File: src/rtl/delay_calib_ctrl.sv
// Calibration controller for a tap-selectable bundled-data delay line: steps the tap upward until the
// measured req->ack delay reaches target. Optional build macro CALIB_AVG_EN averages 4 measurements per tap.
module delay_calib_ctrl #(
    parameter int TAP_W       = 4,
    parameter int CNT_W       = 8,
    parameter int TIMEOUT     = 200,
    parameter int SYNC_STAGES = 2
) (
    input  logic             clk,
    input  logic             rst,
    input  logic             start,
    input  logic [CNT_W-1:0] target_cycles,
    output logic             dly_req,
    input  logic             dly_ack,
    output logic [TAP_W-1:0] dly_tap,
    output logic             busy,
    output logic             done,
    output logic             sat,
    output logic             timeout_err,
    output logic [CNT_W-1:0] meas_cycles
);

    typedef enum logic [2:0] {
        IDLE, SETTLE, FIRE, WAIT_RISE, WAIT_FALL, EVAL, FINISH
    } state_t;

    localparam logic [CNT_W-1:0] TIMEOUT_C = CNT_W'(TIMEOUT);
    localparam logic [TAP_W-1:0] TAP_MAX   = {TAP_W{1'b1}};
    localparam logic [CNT_W-1:0] CNT_MAX   = {CNT_W{1'b1}};

    state_t                 state_q, state_d;
    logic                   req_q, req_d;
    logic [TAP_W-1:0]       tap_q, tap_d;
    logic                   busy_q, busy_d;
    logic                   sat_q, sat_d;
    logic                   to_q, to_d;
    logic [CNT_W-1:0]       meas_q, meas_d;
    logic [CNT_W-1:0]       cnt_q, cnt_d;
    logic [CNT_W-1:0]       target_q, target_d;
    logic [CNT_W-1:0]       cnt_inc;
    logic [SYNC_STAGES-1:0] sync_q;
    logic                   ack_s;
`ifdef CALIB_AVG_EN
    logic [1:0]             rep_q, rep_d;
    logic [CNT_W+1:0]       sum_q, sum_d, sum_next;
`endif

    assign ack_s   = sync_q[SYNC_STAGES-1];
    assign cnt_inc = (cnt_q == CNT_MAX) ? cnt_q : cnt_q + 1'b1;

    always_comb begin
        // NOTE: every next-state variable gets its hold value first so no path can infer a latch.
        state_d  = state_q;
        req_d    = req_q;
        tap_d    = tap_q;
        busy_d   = busy_q;
        sat_d    = sat_q;
        to_d     = to_q;
        meas_d   = meas_q;
        cnt_d    = cnt_q;
        target_d = target_q;
`ifdef CALIB_AVG_EN
        rep_d    = rep_q;
        sum_d    = sum_q;
        sum_next = sum_q + {2'b00, cnt_inc};
`endif
        unique case (state_q)
            IDLE: begin
                if (start) begin
                    target_d = target_cycles;
                    sat_d    = 1'b0;
                    to_d     = 1'b0;
                    tap_d    = '0;
                    busy_d   = 1'b1;
                    cnt_d    = '0;
`ifdef CALIB_AVG_EN
                    rep_d    = '0;
                    sum_d    = '0;
`endif
                    state_d  = SETTLE;
                end
            end
            SETTLE: begin
                if (cnt_q == CNT_W'(1)) state_d = FIRE;
                else                    cnt_d   = cnt_inc;
            end
            FIRE: begin
                req_d   = 1'b1;
                cnt_d   = '0;
                state_d = WAIT_RISE;
            end
            WAIT_RISE: begin
                if (ack_s) begin
                    // The sampling edge itself is counted, hence cnt+1.
`ifdef CALIB_AVG_EN
                    sum_d = sum_next;
                    if (rep_q == 2'd3) meas_d = sum_next[CNT_W+1:2];
`else
                    meas_d = cnt_inc;
`endif
                    req_d   = 1'b0;
                    cnt_d   = '0;
                    state_d = WAIT_FALL;
                end else if (cnt_q == TIMEOUT_C) begin
                    to_d    = 1'b1;
                    req_d   = 1'b0;
                    state_d = FINISH;
                end else begin
                    cnt_d = cnt_inc;
                end
            end
            WAIT_FALL: begin
                if (!ack_s) begin
`ifdef CALIB_AVG_EN
                    if (rep_q == 2'd3) begin
                        state_d = EVAL;
                    end else begin
                        rep_d   = rep_q + 1'b1;
                        state_d = FIRE;
                    end
`else
                    state_d = EVAL;
`endif
                end else if (cnt_q == TIMEOUT_C) begin
                    to_d    = 1'b1;
                    state_d = FINISH;
                end else begin
                    cnt_d = cnt_inc;
                end
            end
            EVAL: begin
                if (meas_q >= target_q) begin
                    state_d = FINISH;
                end else if (tap_q == TAP_MAX) begin
                    sat_d   = 1'b1;
                    state_d = FINISH;
                end else begin
                    // Safe to move the tap: req is low and ack has already returned low.
                    tap_d   = tap_q + 1'b1;
                    cnt_d   = '0;
`ifdef CALIB_AVG_EN
                    rep_d   = '0;
                    sum_d   = '0;
`endif
                    state_d = SETTLE;
                end
            end
            FINISH: begin
                busy_d  = 1'b0;
                state_d = IDLE;
            end
            default: state_d = IDLE;
        endcase
    end

    always_ff @(posedge clk) begin
        // NOTE: sequential state uses non-blocking assignments so all flops update from pre-edge values.
        if (rst) begin
            state_q  <= IDLE;
            req_q    <= 1'b0;
            tap_q    <= '0;
            busy_q   <= 1'b0;
            sat_q    <= 1'b0;
            to_q     <= 1'b0;
            meas_q   <= '0;
            cnt_q    <= '0;
            target_q <= '0;
            sync_q   <= '0;
`ifdef CALIB_AVG_EN
            rep_q    <= '0;
            sum_q    <= '0;
`endif
        end else begin
            state_q  <= state_d;
            req_q    <= req_d;
            tap_q    <= tap_d;
            busy_q   <= busy_d;
            sat_q    <= sat_d;
            to_q     <= to_d;
            meas_q   <= meas_d;
            cnt_q    <= cnt_d;
            target_q <= target_d;
            sync_q   <= {sync_q[SYNC_STAGES-2:0], dly_ack};
`ifdef CALIB_AVG_EN
            rep_q    <= rep_d;
            sum_q    <= sum_d;
`endif
        end
    end

    assign dly_req     = req_q;
    assign dly_tap     = tap_q;
    assign busy        = busy_q;
    assign done        = (state_q == FINISH);
    assign sat         = sat_q;
    assign timeout_err = to_q;
    assign meas_cycles = meas_q;

endmodule

File: config.mk
export PLATFORM = sky130hd
export DESIGN_NAME = delay_calib_ctrl
export DESIGN_NICKNAME = d
export VERILOG_FILES = /design/src/rtl/delay_calib_ctrl.sv
export SDC_FILE = /design/constraint.sdc
export NUM_CORES = 1
export LEC_CHECK = 0
export ABC_CLOCK_PERIOD_IN_PS = 4490
export CAP_MARGIN = 10
export CELL_PAD_IN_SITES_DETAIL_PLACEMENT = 1
export CELL_PAD_IN_SITES_GLOBAL_PLACEMENT = 1
export CORE_AREA = 4 4 76 78
export CTS_BUF_LIST = sky130_fd_sc_hd__clkbuf_16
export DETAILED_ROUTE_END_ITERATION = 10
export DIE_AREA = 0 0 80 82
export PLACE_DENSITY = 0.85
export REMOVE_ABC_BUFFERS = 1
export SLEW_MARGIN = 20
export SYNTH_ARGS = -nofsm -noshare
export SYNTH_HDL_FRONTEND = slang
export SYNTH_SLANG_ARGS = --single-unit
File: constraint.sdc
create_clock -name clk -period 4.49 [get_ports clk]
set_clock_uncertainty 0.2 [all_clocks]
set_input_delay 0.898 -clock clk [delete_from_list [all_inputs] [get_ports clk]]
set_output_delay 0.898 -clock clk [all_outputs]
set_load 0.02 [all_outputs]
==> flow_summary_export.csv, run 1 <==
group,metric,value,unit
timing,fin_crit,3.072,ns
critical_path,required,3.39,ns
routing,wire_per_inst,17.42,µm
routing,wl_met2,3223,µm
timing,slew_headroom,0.5275,
synth,yosysSeqAreaShare,0.3505,
place,dpl.cell_count,353,
cells_and_area,nets,314,
timing,finalHoldViolCount,0,
routing,firstDrtPassIters,4,
critical_path,cp_cell_sequence,"and3b_1, clkdlybuf4s50_1",
synth,synth_common_cells,"dfxtp_1 (37), nand2_1 (33), a21oi_1 (28), nor2_1 (24), inv_1 (13)",
clock_tree,cts_buffers,5,
global_route,globalRouteOverflowTotal,0,
floorplanning,die_area,6560,µm²
synth,async_flop_share,0,
synth,syn_avg_cell_area,7.827,µm²
power_and_ir_drop,p_leak,0.9400,nW
cells_and_area,n_fill_cell,642,
timing,max_freq,325.5,MHz
routing,drt-total-wl,6287,µm
clock_tree,cts_tree,"built",
routing,wl_met1,2764,µm
routing,ant_nets,0,
power_and_ir_drop,vdd_ir_drop_max,191.0,µV
clock_tree,clockRootBuffer,"clkbuf_16",
routing,top_layer,"met4",
synth,syn_inst,270,
floorplanning,initial_utilization,0.4164,
critical_path,path_max_fanout,20,
critical_path,slowest_stage,"dfxtp_1",
synth,synth_edf_count,0,
synth,synth_most_common_cell,"dfxtp_1",
clock_tree,cts.sinks,37,
timing,slew_violations,0,
clock_tree,ctsResizeCount,0,
routing,viasPerCell,5.712,
floorplanning,die_w,80,µm
global_route,first_global_vias,2150,
routing,dr_total_vias,2062,
clock_tree,hold_buffers,0,
synth,synth_top_area_frac,0.3505,
status,status,"finished clean",
timing,rsz0062_at_grt,"false",
timing,tns,0,ns
clock_tree,clkLatencyLatePin,0.28,ns
clock_tree,cts_max_level,2,
place,io_buffer_count,28,
global_route,grt_pass1_wl,10630,µm
critical_path,cpPeakStageDelay,0.77,ns
clock_tree,clk_path_buf_depth,2,
synth,synthesis.area,2113,µm²
cells_and_area,layout-area-overhead-vs-synth,23.33,%
synth,synth_flop_cell,"dfxtp_1",
synth,synthTopCellsByArea,"dfxtp_1 (35%), ha_1 (7.1%), a21oi_1 (6.6%)",
critical_path,crit_path_start_kind,"register",
global_route,grtUsageTotal,0.2055,
synth,ys_ff_latch,37,
place,dp_hpwl,4475,µm
cells_and_area,n_antenna_cell,0,
clock_tree,cts_setup_buffers,0,
global_route,grt_max_degree,21,
floorplanning,core,5075,µm²
routing,dr_wl_met3,261,µm
floorplanning,io_pins,29,
routing,drc,0,
global_route,grt_antenna_before_repair,0,
critical_path,arrival,1.97,ns
power_and_ir_drop,powerDensity,463.6,nW/µm²
synth,ys_warn_count,0,
cells_and_area,final_cells,361,
clock_tree,clkTransAtPathRegs,0.06,ns
place,gp_congestion,0.8565,
cells_and_area,drive_gt1_frac,0.05155,
flow_run,maxCapViolCount,0,
timing,worstMarginPinSlew,0.7079,ns
critical_path,endpoint_kind,"output port",
synth,synth_top_area_cell,"dfxtp_1",
min_path,hp-class,"register to register",
synth,synth_cell_types,49,
timing,fin_crit_sh,0.6841,
floorplanning,die_h,82,µm
critical_path,crit_type,"register to output port",
timing,hold_slack,0.2524,ns
routing,drt-initial-drc-count,117,
timing,setup_violations,0,
floorplanning,rows,26,
==> per-layer routing <==
| layer | up-vias | global-route usage |
|---|---|---|
| li1 | 988 | - |
| met3 | 6 | 0.03838 |
| met2 | 49 | 0.3692 |
| met1 | 1019 | 0.2527 |
| met4 | 0 | 0.05068 |
| met5 | - | 0 |
==> power breakdown <==
group | internal (mW) | switching, mW
clock | 0.317 | 0.141
sequential | 0.360 | 0.0573
combinational | 0.134 | 0.198
total | 0.812 | 0.396
==> critical path, delay by kind of cell, from the launching register on <==
family,cells,cell delay [ns]
and+or+nand+nor,1,0.29
buffers and inverters,1,0.63
DFF,1,0.77
==> kinds of logic (layout without fill, tap and decap cells) <==
logic type	count (synthesis)	in the layout	synth area share
simple gates	112	112	0.2753
flops	37	37	0.3505
fa+ha+maj	12	12	0.07105
compound gates	72	72	0.2102
buf+inv	29	50	0.05743
xor+xnor	5	5	0.02072
mux	3	3	0.01480
==> layout make-up <==
| class | instances | area (µm²) | area share |
|---|---|---|---|
| well taps | 70 | 87.58 | 0.03361 |
| flip-flops and latches | 37 | 740.7 | 0.2842 |
| multi-input cells | 204 | 1251 | 0.4801 |
| repair buffers | 29 | 287.8 | 0.1104 |
| clock inverters | 3 | 65.06 | 0.02496 |
| inverters | 13 | 48.80 | 0.01872 |
| clock buffers | 5 | 125.1 | 0.04801 |
==> cell usage in the layout, fill, tap and decap left out, drive strengths merged, types with 3 or more instances in the layout <==
cell type | synthesis | layout
a211oi | 6 | 6
a21oi | 28 | 28
a31oi | 3 | 3
and2 | 4 | 4
and3 | 4 | 4
and3b | 3 | 3
clkbuf | 10 | 5
clkdlybuf4s50 | 0 | 28
dfxtp | 37 | 37
ha | 12 | 12
inv | 13 | 13
nand2 | 33 | 33
nand2b | 4 | 4
nand3 | 9 | 9
nand3b | 3 | 3
nand4 | 3 | 3
nor2 | 24 | 24
nor2b | 8 | 8
nor3 | 5 | 5
o21ai | 15 | 15
o31ai | 4 | 4
or3 | 4 | 4
xnor2 | 4 | 4
==> path summary, 6_finish.rpt <==
check | to | depth (start not counted) | slack, ns | startpoint
worst max-delay path | done | 2 | 1.42 | state_q[1]
worst min-delay path | sync_q[1] | 1 | 0.25 | sync_q[0]
worst max register to register | cnt_q[5] | 6 | 1.69 | state_q[1]
worst min register to register | sync_q[1] | 1 | 0.25 | sync_q[0]
==> sequential cells by signal, indices dropped and copies added, names as in the netlist <==
name,cells
target_q,8
state_q,3
busy,1
cnt_q,8
meas_cycles,8
dly_req,1
sat,1
sync_q,2
dly_tap,4
timeout_err,1
==> per-stage QoR <==
stage | area [µm²] | power, mW | setup WS, ns | utilization
after floorplan | 2041 | 0.6295 | 2.023 | -
after global placement | 2416 | 0.7282 | 1.291 | 0.4761
after detailed placement | 2416 | 0.7467 | 1.196 | 0.4761
after CTS | 2606 | 1.214 | 1.458 | 0.5136
after global routing | 2606 | 1.278 | 1.268 | 0.5136
final | 2606 | 1.208 | 1.418 | 0.5136
(Power assumes the default switching activity.)
==> run 2, diff against run 1 <==
--- a/config.mk
+++ b/config.mk
@@ -5,15 +5,15 @@
 export SDC_FILE = /design/constraint.sdc
 export NUM_CORES = 1
 export LEC_CHECK = 0
-export ABC_CLOCK_PERIOD_IN_PS = 4490
+export ABC_CLOCK_PERIOD_IN_PS = 2900
 export CAP_MARGIN = 10
 export CELL_PAD_IN_SITES_DETAIL_PLACEMENT = 1
 export CELL_PAD_IN_SITES_GLOBAL_PLACEMENT = 1
-export CORE_AREA = 4 4 76 78
+export CORE_AREA = 4 4 78 80
 export CTS_BUF_LIST = sky130_fd_sc_hd__clkbuf_16
 export DETAILED_ROUTE_END_ITERATION = 10
-export DIE_AREA = 0 0 80 82
-export PLACE_DENSITY = 0.85
+export DIE_AREA = 0 0 82 84
+export PLACE_DENSITY = 0.81
 export REMOVE_ABC_BUFFERS = 1
 export SLEW_MARGIN = 20
 export SYNTH_ARGS = -nofsm -noshare
==> constraint.sdc (replaced) <==
create_clock -name clk -period 2.9 [get_ports clk]
set_clock_uncertainty 0.2 [all_clocks]
set_input_delay 0.58 -clock clk [delete_from_list [all_inputs] [get_ports clk]]
set_output_delay 0.58 -clock clk [all_outputs]
set_load 0.02 [all_outputs]
==> run 2 against run 1 <==
Die area is 5.0% higher. Count of clock-buffer cells in the layout stayed put. Design area is 1.5% higher. Non-clock buffer count is 5 higher. Routed wire length shrank 5.9%. Sequential share of layout area decreased by 0.43 points. First-iteration DRC count is 6.0% higher. Critical path type unchanged. Largest cell class unchanged. Highest routed layer unchanged.
==> flow_summary_export.csv, run 2 (synthesis results as in run 1) <==
group,metric,value,unit
status,status,"finished clean",
timing,setup_violations,0,
critical_path,required,2.12,ns
floorplanning,die_w,82,µm
clock_tree,hold_buffers,0,
critical_path,cp_cell_sequence,"and3b_1, clkdlybuf4s50_1",
cells_and_area,nets,319,
floorplanning,die_h,84,µm
global_route,grt_max_degree,21,
power_and_ir_drop,p_comb_frac,0.280,
clock_tree,cts_buffers,5,
place,io_buffer_count,28,
critical_path,regToRegSetupSlack,0.32,ns
critical_path,path_depth,2,
critical_path,crit_path_start_kind,"register",
place,gp_congestion,0.8772,
clock_tree,clockRootBuffer,"clkbuf_16",
cells_and_area,final_common_cell,"dfxtp_1",
floorplanning,rows,27,
timing,slew_violations,0,
routing,wire_per_inst,16.08,µm
cells_and_area,final_cell_mix,"dfxtp_1 (37), nand2_1 (33), a21oi_1 (28), clkdlybuf4s50_1 (28), nor2_1 (24)",
cells_and_area,final_cells,368,
critical_path,crit_type,"register to output port",
power_and_ir_drop,powerDensity,710.3,nW/µm²
timing,tns,0,ns
critical_path,worstSetupStartpoint,"state_q[1]",
floorplanning,io_pins,29,
global_route,grtUsageTotal,0.1829,
clock_tree,cts_setup_buffers,0,
critical_path,cp-endpoint,"done",
timing,max_freq,369.2,MHz
cells_and_area,n_antenna_cell,0,
cells_and_area,n_fill_cell,659,
timing,slew_headroom,0.5682,
min_path,hp-class,"register to register",
floorplanning,initial_utilization,0.3910,
routing,drt-initial-drc-count,124,
timing,rsz0062_at_grt,"false",
critical_path,path_max_fanout,20,
power_and_ir_drop,intPower,1.272,mW
timing,hold_slack,0.2373,ns
power_and_ir_drop,p_total,1.880,mW
clock_tree,clkTransAtPathRegs,0.06,ns
critical_path,arrival,1.93,ns
critical_path,slowest_stage,"dfxtp_1",
clock_tree,clk_path_buf_depth,2,
power_and_ir_drop,swShare,0.3231,
routing,drt-total-wl,5918,µm
cells_and_area,final_util,0.4896,
cells_and_area,drive_gt1_frac,0.06757,
global_route,first_global_vias,2052,
flow_run,maxCapViolCount,0,
clock_tree,ctsResizeCount,0,
clock_tree,cts_max_level,2,
place,dp_hpwl,4430,µm
critical_path,cpPeakStageDelay,0.73,ns
power_and_ir_drop,p_leak,0.9654,nW
power_and_ir_drop,vdd_ir_drop_max,310.3,µV
global_route,grt_antenna_before_repair,0,
critical_path,path_buf_inv,1,
critical_path,r2r_cells,8,
global_route,globalRouteOverflowTotal,0,
power_and_ir_drop,power_frac_seq,0.341,
timing,fin_crit,2.708,ns
routing,dr_total_vias,2030,
clock_tree,cts_tree,"built",
routing,drc,0,
critical_path,r2r-end,"dly_tap[3]",
cells_and_area,layout-area-overhead-vs-synth,25.22,%
global_route,grt_pass1_wl,9949,µm
critical_path,endpoint_kind,"output port",
place,dpl.cell_count,360,
routing,viasPerCell,5.516,
clock_tree,cts.sinks,37,
timing,worstMarginPinSlew,0.6467,ns
power_and_ir_drop,p_sw,607.4,µW
timing,fin_crit_sh,0.9339,
critical_path,cp_top_family,"flip-flops",
routing,firstDrtPassIters,4,
clock_tree,clkLatencyLatePin,0.28,ns
min_path,hold_start,"sync_q[0]",
floorplanning,die_area,6888,µm²
floorplanning,core,5405,µm²
critical_path,worstReg2RegStart,"target_q[1]",
routing,ant_nets,0,
timing,finalHoldViolCount,0,
power_and_ir_drop,pwr-share-clk,0.379,
[run 2: changes by cell type in the layout (fill, tap and decap cells not counted), sizes merged]
| cell | delta |
|---|---|
| buf | +5 |
[run 2: routing by layer]
layer / vias up / wire [µm] / track usage
met5: - / 0 / 0
met4: 0 / 110 / 0.06495
met3: 10 / 219 / 0.03888
met2: 28 / 2829 / 0.2998
met1: 987 / 2759 / 0.2319
li1: 1005 / - / -
[run 2: worst min path at each step]
stage / end / slack [ns] / cells after the start
after floorplan: sync_q[1] / 0.21 / 1
after global placement: sync_q[1] / 0.22 / 1
after detailed placement: sync_q[1] / 0.23 / 1
after CTS: sync_q[1] / 0.24 / 1
after global routing: sync_q[1] / 0.28 / 1
final: sync_q[1] / 0.24 / 1
[run 2: cell type report]
| class | count | area, µm² | area share |
|---|---|---|---|
| well taps | 72 | 90.09 | 0.03404 |
| clock buffers | 5 | 125.1 | 0.04728 |
| repair buffers | 34 | 325.3 | 0.1229 |
| flip-flops and latches | 37 | 740.7 | 0.2799 |
| clock inverters | 3 | 65.06 | 0.02459 |
| inverters | 13 | 48.80 | 0.01844 |
| multi-input cells | 204 | 1251 | 0.4728 |
[run 2: power groups by stage]
stage / combinational (mW) / clock (mW) / sequential (mW)
6_report: 0.527 / 0.712 / 0.641
5_1_grt: 0.590 / 0.743 / 0.654
4_1_cts: 0.532 / 0.723 / 0.641
3_5_place_dp: 0.520 / 0 / 0.652
3_3_place_gp: 0.507 / 0 / 0.647
2_1_floorplan: 0.331 / 0 / 0.643
[run 2: stage by stage]
step	setup WS [ns]	area, µm²
after floorplan	0.4993	2041
after global placement	0.3401	2456
after detailed placement	0.2426	2456
after CTS	0.1920	2646
after global routing	0.09637	2646
final	0.1916	2646
==> run 3, diff against run 2 <==
--- a/config.mk
+++ b/config.mk
@@ -9,12 +9,14 @@
 export CAP_MARGIN = 10
 export CELL_PAD_IN_SITES_DETAIL_PLACEMENT = 1
 export CELL_PAD_IN_SITES_GLOBAL_PLACEMENT = 1
-export CORE_AREA = 4 4 78 80
+export CORE_AREA = 4 4 73 75
 export CTS_BUF_LIST = sky130_fd_sc_hd__clkbuf_16
 export DETAILED_ROUTE_END_ITERATION = 10
-export DIE_AREA = 0 0 82 84
+export DIE_AREA = 0 0 77 79
+export DONT_BUFFER_PORTS = 1
 export PLACE_DENSITY = 0.81
 export REMOVE_ABC_BUFFERS = 1
+export SKIP_LAST_GASP = 1
 export SLEW_MARGIN = 20
 export SYNTH_ARGS = -nofsm -noshare
 export SYNTH_HDL_FRONTEND = slang
==> run 3 against run 2 <==
Global-route usage rose by 1.6 points. Via count fell by 5.1%. Largest power group is now sequential cells. Total power fell by 8.0%. Highest routed layer unchanged.
==> flow_summary_export.csv, run 3 (synthesis results as in run 1) <==
group,metric,value,unit
routing,firstDrtPassIters,4,
timing,setup_violations,0,
power_and_ir_drop,p_total,1.729,mW
routing,drt-initial-drc-count,103,
global_route,grt_pass1_wl,9680,µm
power_and_ir_drop,p_leak,0.8652,nW
status,status,"finished clean",
global_route,grt_antenna_before_repair,0,
clock_tree,ctsResizeCount,0,
critical_path,required,2.90,ns
power_and_ir_drop,powerDensity,741.9,nW/µm²
floorplanning,die_area,6083,µm²
routing,viasPerCell,5.944,
routing,wire_per_inst,17.41,µm
timing,rsz0062_at_grt,"false",
timing,hold_slack,0.1674,ns
floorplanning,die_w,77,µm
cells_and_area,n_antenna_cell,0,
critical_path,path_max_fanout,6,
floorplanning,die_h,79,µm
cells_and_area,nets,293,
timing,fin_crit,2.639,ns
min_path,hp-class,"input port to register",
timing,worstMarginPinSlew,0.5944,ns
cells_and_area,final_util,0.5001,
timing,slew_violations,0,
timing,slew_headroom,0.6032,
clock_tree,cts.sinks,37,
global_route,first_global_vias,2045,
cells_and_area,final_cells,324,
cells_and_area,final_cell_mix,"dfxtp_1 (37), nand2_1 (33), a21oi_1 (28), nor2_1 (24), inv_1 (14)",
clock_tree,hold_buffers,0,
cells_and_area,layout-area-overhead-vs-synth,10.30,%
cells_and_area,n_fill_cell,580,
global_route,globalRouteOverflowTotal,0,
flow_run,maxCapViolCount,0,
global_route,grtUsageTotal,0.1993,
critical_path,endpoint_kind,"register",
place,dp_hpwl,4083,µm
power_and_ir_drop,vdd_ir_drop_max,420.9,µV
routing,ant_nets,0,
global_route,grt_max_degree,31,
critical_path,crit_path_start_kind,"register",
clock_tree,clkLatencyLatePin,0.28,ns
clock_tree,cts_tree,"built",
clock_tree,clkTransAtPathRegs,0.06,ns
floorplanning,rows,25,
clock_tree,clk_path_buf_depth,2,
cells_and_area,drive_gt1_frac,0.07407,
timing,fin_crit_sh,0.9099,
clock_tree,cts_max_level,2,
clock_tree,clockRootBuffer,"clkbuf_16",
place,dpl.cell_count,316,
timing,tns,0,ns
clock_tree,cts_setup_buffers,0,
routing,drt-total-wl,5641,µm
critical_path,arrival,2.64,ns
floorplanning,initial_utilization,0.4534,
floorplanning,core,4661,µm²
floorplanning,io_pins,29,
timing,finalHoldViolCount,0,
timing,max_freq,379.0,MHz
routing,dr_total_vias,1926,
place,gp_congestion,0.8437,
cells_and_area,final_common_cell,"dfxtp_1",
critical_path,crit_type,"register to register",
place,io_buffer_count,0,
routing,drc,0,
clock_tree,cts_buffers,5,
==> run 3: cell count changes in the layout (fill, tap and decap cells not counted), sizes merged <==
cell           before  now
buf                 6    8
bufinv              2    1
clkdlybuf4s50      28    0
inv                13   14
==> run 3: worst paths after layout <==
path	from	to	slack [ns]	cells past startpoint
setup / recovery	target_q[7]	dly_tap[3]	0.26	8
hold reg to reg	sync_q[0]	sync_q[1]	0.23	1
hold / removal	rst	cnt_q[7]	0.17	1
setup reg to reg	target_q[7]	dly_tap[3]	0.26	8
==> run 3: cell type report <==
cell class / count / area [µm²] / share of cell area
multi-input combinational: 204 / 1251 / 0.5368
timing repair buffer: 8 / 60.06 / 0.02576
tap: 54 / 67.56 / 0.02899
clock buffer: 5 / 125.1 / 0.05368
clock inverter: 3 / 37.54 / 0.01610
inverter: 13 / 48.80 / 0.02093
sequential: 37 / 740.7 / 0.3178
==> run 3: power by group <==
group	internal, mW	switching (mW)	total, mW	leakage [nW]
logic	0.192	0.278	0.471	0.482
registers	0.558	0.0940	0.652	0.301
clock network	0.399	0.207	0.606	0.0826
==> run 3: worst max-delay path, stage by stage (launching register included) <==
cell and delay (ns):
dfxtp_1 0.33, inv_1 0.05, ha_1 0.30, a21oi_1 0.15, o21ai_0 0.20, and2_1 0.26
or3_1 0.48, or3_1 0.40, a21oi_1 0.18
==> run 3: metrics by stage <==
stage	area, µm²	setup slack, ns
global placement	2168	0.4282
CTS	2331	0.2434
finish	2331	0.2612
global route	2331	0.1083
detailed placement	2168	0.3472
floorplan	2041	0.4993
==> run 3: layer usage <==
| metal | share of wire | track usage | routed length, µm |
|---|---|---|---|
| met5 | 0 | 0 | 0 |
| met4 | 0.024 | 0.07829 | 133 |
| met3 | 0.046 | 0.04875 | 260 |
| met2 | 0.48 | 0.3380 | 2695 |
| met1 | 0.45 | 0.2439 | 2551 |
